[config.mk]
export PLATFORM = sky130hd
export DESIGN_NAME = sram_1r1w_masked_array
export DESIGN_NICKNAME = d
export VERILOG_FILES = /design/src/rtl/sram_1r1w_masked_array.sv
export SDC_FILE = /design/constraint.sdc
export NUM_CORES = 2
export LEC_CHECK = 0
export ABC_CLOCK_PERIOD_IN_PS = 27500
export CORE_ASPECT_RATIO = 2
export CORE_UTILIZATION = 64
export DETAILED_ROUTE_END_ITERATION = 8
export GPL_ROUTABILITY_DRIVEN = 0
export PLACE_DENSITY = 0.95
export SLEW_MARGIN = 20
export SYNTH_ARGS = -nofsm -noshare
export SYNTH_HDL_FRONTEND = slang
export SYNTH_SLANG_ARGS = --single-unit
[constraint.sdc]
create_clock -name clock -period 27.5 [get_ports clock]
set_clock_uncertainty 0.2 [all_clocks]
set_input_delay 2.75 -clock clock [delete_from_list [all_inputs] [get_ports clock]]
set_output_delay 2.75 -clock clock [all_outputs]
set_load 0.1 [all_outputs]
[src/rtl/sram_1r1w_masked_array.sv]
// ============================================================================
// Module  : sram_1r1w_masked_array
// Brief   : Single-clock 1R1W masked SRAM model with post-reset clearing,
//           write-first bypass and read-data hold. SRAM_OUT_PIPE_EN adds a
//           second output register stage (read latency 2).
// Rev     : 1.0
// ============================================================================
`default_nettype none

module sram_1r1w_masked_array #(
    parameter int DEPTH     = 8,
    parameter int WIDTH     = 219,
    parameter int MASK_GRAN = 219,
    parameter int MASK_SEG  = WIDTH / MASK_GRAN,
    parameter int ADDR_W    = (DEPTH > 2) ? $clog2(DEPTH) : 1
) (
    input  logic              clock,
    input  logic              reset_n,
    output logic              init_busy,
    input  logic              r_en,
    input  logic [ADDR_W-1:0] r_addr,
    output logic              r_valid,
    output logic [WIDTH-1:0]  r_data,
    input  logic              w_en,
    input  logic [ADDR_W-1:0] w_addr,
    input  logic [MASK_SEG-1:0] w_mask,
    input  logic [WIDTH-1:0]  w_data
);

    localparam logic [ADDR_W:0]   DEPTH_EXT = (ADDR_W + 1)'(DEPTH);
    localparam logic [ADDR_W-1:0] LAST_ADDR = ADDR_W'(DEPTH - 1);

    if ((WIDTH % MASK_GRAN) != 0) begin : g_bad_mask_gran
        $error("WIDTH must be a multiple of MASK_GRAN");
    end

    typedef enum logic [0:0] {
        INIT  = 1'b0,
        READY = 1'b1
    } state_t;

    state_t              state, next_state;
    logic [ADDR_W-1:0]   init_ptr, next_ptr;
    logic [WIDTH-1:0]    mem [DEPTH];

    logic                clear_fire;
    logic                wr_fire;
    logic                rd_fire;
    logic                r_in_range;
    logic                w_in_range;
    logic [WIDTH-1:0]    rd_word;
    logic                s1_valid;
    logic [WIDTH-1:0]    s1_data;

    always_ff @(posedge clock) begin
        if (!reset_n) begin
            state    <= INIT;
            init_ptr <= '0;
        end else begin
            state    <= next_state;
            init_ptr <= next_ptr;
        end
    end

    always_comb begin
        next_state = state;
        next_ptr   = init_ptr;
        init_busy  = 1'b0;
        case (state)
            INIT: begin
                init_busy = 1'b1;
                if (init_ptr == LAST_ADDR) begin
                    next_state = READY;
                end else begin
                    next_ptr = init_ptr + ADDR_W'(1);
                end
            end
            default: begin
                next_state = READY;
            end
        endcase
    end

    assign r_in_range = ({1'b0, r_addr} < DEPTH_EXT);
    assign w_in_range = ({1'b0, w_addr} < DEPTH_EXT);
    assign clear_fire = reset_n && (state == INIT);
    assign wr_fire    = reset_n && (state == READY) && w_en && w_in_range;
    assign rd_fire    = (state == READY) && r_en;

    always_ff @(posedge clock) begin
        if (clear_fire) begin
            mem[init_ptr] <= '0;
        end else if (wr_fire) begin
            for (int i = 0; i < MASK_SEG; i++) begin
                if (w_mask[i]) begin
                    mem[w_addr][i*MASK_GRAN +: MASK_GRAN] <= w_data[i*MASK_GRAN +: MASK_GRAN];
                end
            end
        end
    end

    // Write-first: masked segments of a same-address write override the old word.
    always_comb begin
        rd_word = '0;
        if (r_in_range) begin
            rd_word = mem[r_addr];
        end
        if (wr_fire && (w_addr == r_addr)) begin
            for (int i = 0; i < MASK_SEG; i++) begin
                if (w_mask[i]) begin
                    rd_word[i*MASK_GRAN +: MASK_GRAN] = w_data[i*MASK_GRAN +: MASK_GRAN];
                end
            end
        end
    end

    always_ff @(posedge clock) begin
        if (!reset_n) begin
            s1_valid <= 1'b0;
            s1_data  <= '0;
        end else begin
            s1_valid <= rd_fire;
            if (rd_fire) begin
                s1_data <= rd_word;
            end
        end
    end

`ifdef SRAM_OUT_PIPE_EN
    logic             s2_valid;
    logic [WIDTH-1:0] s2_data;

    always_ff @(posedge clock) begin
        if (!reset_n) begin
            s2_valid <= 1'b0;
            s2_data  <= '0;
        end else begin
            s2_valid <= s1_valid;
            if (s1_valid) begin
                s2_data <= s1_data;
            end
        end
    end

    assign r_valid = s2_valid;
    assign r_data  = s2_data;
`else
    assign r_valid = s1_valid;
    assign r_data  = s1_data;
`endif

endmodule

`default_nettype wire

==> flow_summary.json <==
{
  "grt_usage_pct": 31.9,
  "ir_drop_v": 0.0000683,
  "routed_via_density": 6.98,
  "cp_num_buf_inv": 4,
  "endpoint_kind": "flop",
  "yosysUniqueCellTypes": 29,
  "yosysSeqAreaShare_pct": 76.3,
  "path_clk_slew_ns": 0.07,
  "power_uw": 6050,
  "synth_top_cell_by_area": "edfxtp_1",
  "ctsHoldBuffers": 0,
  "synth_flop_cell": "edfxtp_1",
  "synthAdderAreaFrac_pct": 0.0334,
  "critPathTopFamily": "buffers and inverters",
  "pwr_density_cell_nw_per_um2": 70.2,
  "dieArea_um2": 118000,
  "drive_gt1_share_pct": 18.4,
  "clk_latency_ns": 0.79,
  "rsz0062_at_grt": "no",
  "synth_area_per_cell_um2": 21.1,
  "post_cts_resized": 0,
  "hold_path.class": "reg -> reg",
  "path_cells": "clkdlybuf4s50_1 > and4_4 > a32oi_1 > nor2_4 > buf_4 > buf_4 > buf_4",
  "io_pins": 451,
  "synth_mux_area_share_pct": 16.1,
  "fin_crit_sh_pct": 25.0,
  "grt_antenna_before_repair": 4,
  "synth_compound_area_share_pct": 3.06,
  "io_buffers": 450,
  "cts_max_path_buffers": 3,
  "grt_overflow_total": 0,
  "synth.area.top_cells": "edfxtp_1, mux4_2, dfxtp_1, a221o_1, mux2i_1",
  "ant_nets": 0,
  "ys_async_sr_fraction_pct": 0,
  "maxSlewHeadroom_pct": 15.5,
  "design_area_um2": 86200,
  "tritoncts": "built",
  "routed_wl_um": 186000,
  "ys_seq_elements": 1976,
  "netlist.area_leader.share_pct": 70.3,
  "fin_tns_setup_ns": 0,
  "worstMarginPinSlew_ns": 1.27,
  "dp.cells": 5364,
  "netlist_area_um2": 74800,
  "power.leakage_uw": 0.0263,
  "rows": 177,
  "syn_to_final_growth_pct": 15.2,
  "slowest_delay_ns": 0.80,
  "syn_nets": 3787,
  "cp-start-kind": "input port",
  "synthSimpleGateAreaFrac_pct": 3.08,
  "synthXorXnorAreaFrac_pct": 0.0468,
  "wl_met3_um": 19800,
  "top_layer": "met4",
  "vias": 39500,
  "initial_core_util_pct": 64.5,
  "dp_hpwl_um": 92700,
  "drt_iter0_drc": 4585,
  "grt_pass1_wl_um": 274000,
  "cp.required_ns": 27.70,
  "cts_buffers": 155,
  "fin_cells": 5659,
  "multi_input_area_um2": 16800,
  "cts_root_buf": "clkbuf_16",
  "startpoint": "reset_n",
  "grt_max_degree": 139,
  "endpoint": "mem[7][110]",
  "holdWs_ns": 0.287,
  "status": "finished clean",
  "route.met2.wl_um": 96600,
  "placed_area_um2": 80900,
  "r2r-end": "mem[7][110]",
  "synthCells": 3555,
  "first_pass_iters": 6,
  "crit_slowest_cell": "buf_4",
  "cp_common_cell": "buf_4",
  "wl_met1_um": 61900,
  "htree_levels": 4,
  "cp.arrival_ns": 7.08,
  "coreArea_um2": 116000,
  "cp.depth": 7,
  "synth_top_family_by_area": "multiplexers",
  "setup_viol": 0,
  "maxCapViolCount": 0,
  "grt_pass1_vias": 40900,
  "r2r-start": "state",
  "critPathKind": "in -> reg",
  "drcViolationCount": 0,
  "rrSetupSlack_ns": 22.53,
  "regArea_um2": 57100,
  "synth-edff-count": 1752,
  "numClockSinks": 1976,
  "reg2reg_depth": 6,
  "finalCriticalPeriod_ns": 6.88,
  "cp_max_fo": 50,
  "post_cts_buffers": 0,
  "fp.dieW_um": 244,
  "finalHoldViolCount": 0,
  "wl_per_cell_um": 32.9,
  "slew_viol_final": 0,
  "fillers": 5767,
  "chipHeight_um": 486,
  "yosys_warnings": 0,
  "nets": 4232,
  "clock.fmax_mhz": 145
}
[synthesized netlist by cell type (4+ instances only)]
master       n
and2_1     220
buf_2       88
mux4_2     438
buf_4       16
edfxtp_1  1752
mux2i_1    219
a221o_1    219
clkbuf_4     5
inv_1        4
nor2_1     230
dfxtp_1    224
buf_1       28
clkbuf_1    84
a31oi_1      4
[worst min path at each step]
| stage | startpoint | endpoint | slack (ns) | cells after the start |
|---|---|---|---|---|
| floorplan | init_ptr[1] | init_ptr[1] | 0.30 | 2 |
| global placement | r_data[172] | r_data[172] | 0.27 | 1 |
| detailed placement | r_data[213] | r_data[213] | 0.27 | 1 |
| CTS | r_data[177] | r_data[177] | 0.29 | 1 |
| global route | r_data[218] | r_data[218] | 0.30 | 1 |
| finish | r_data[177] | r_data[177] | 0.29 | 1 |
[power by group]
part           leakage [µW]  total [µW]  internal (µW)  switching, µW
Combinational       0.00782         318            135            183
Clock               0.00259        2360           1280           1080
Sequential           0.0159        3370           3340           33.7
[layer usage]
metal  track usage, %  vias to the layer above
li1                 -                    15600
met1             41.5                    20100
met2             53.9                     3318
met3             5.15                      538
met4             13.5                        0
met5                0                        -
[area by class of cell]
type,instances,share of cell area (%)
timing repair buffer,509,5.87
tap,1521,2.21
multi-input combinational,1354,19.5
sequential,1976,66.2
inverter,4,0.0174
clock inverter,84,1.16
clock buffer,206,5.01
antenna,5,0.0145
[cells by family (layout without fill, tap and decap cells)]
logic type	Yosys count	in the layout
AO/OA/AOI/OAI	231	231
XOR/XNOR	4	4
adder cells (fa/ha/maj)	2	2
buffers and inverters	225	803
flip-flops	1976	1976
multiplexers	657	657
other	0	5
AND/OR/NAND/NOR	460	460
[per-stage QoR]
step,setup slack (ns),util [%]
2_1_floorplan,13.75,-
3_3_place_gp,20.18,69.7
4_1_cts,20.78,74.3
3_5_place_dp,20.04,69.7
5_1_grt,20.59,74.3
6_report,20.62,74.3
[state kept, by name, summed over array words and instances, names as in the netlist]
register  cells
mem        1752
r_data      219
init_ptr      3
r_valid       1
state         1
[cells in the final DEF (no fill, tap or decap), types with 2 or more instances in the layout]
cell type,instances
clkinv_2,27
diode_2,5
nand2_1,2
clkbuf_1,32
mux4_2,438
inv_1,4
mux2i_1,219
clkinv_4,7
clkbuf_16,160
inv_16,3
and2_1,219
buf_12,8
o21ai_0,2
clkdlybuf4s50_1,447
nor2_1,222
bufinv_16,17
a31oi_1,4
nor2_4,8
inv_6,8
buf_4,51
dfxtp_1,224
nor3_1,2
xor2_1,3
edfxtp_1,1752
nor3b_1,2
clkbuf_8,14
clkinvlp_4,10
a21oi_1,2
clkinv_1,9
ha_1,2
a221o_1,219
buf_8,3
Note: power is estimated with default switching activity, not from simulation.
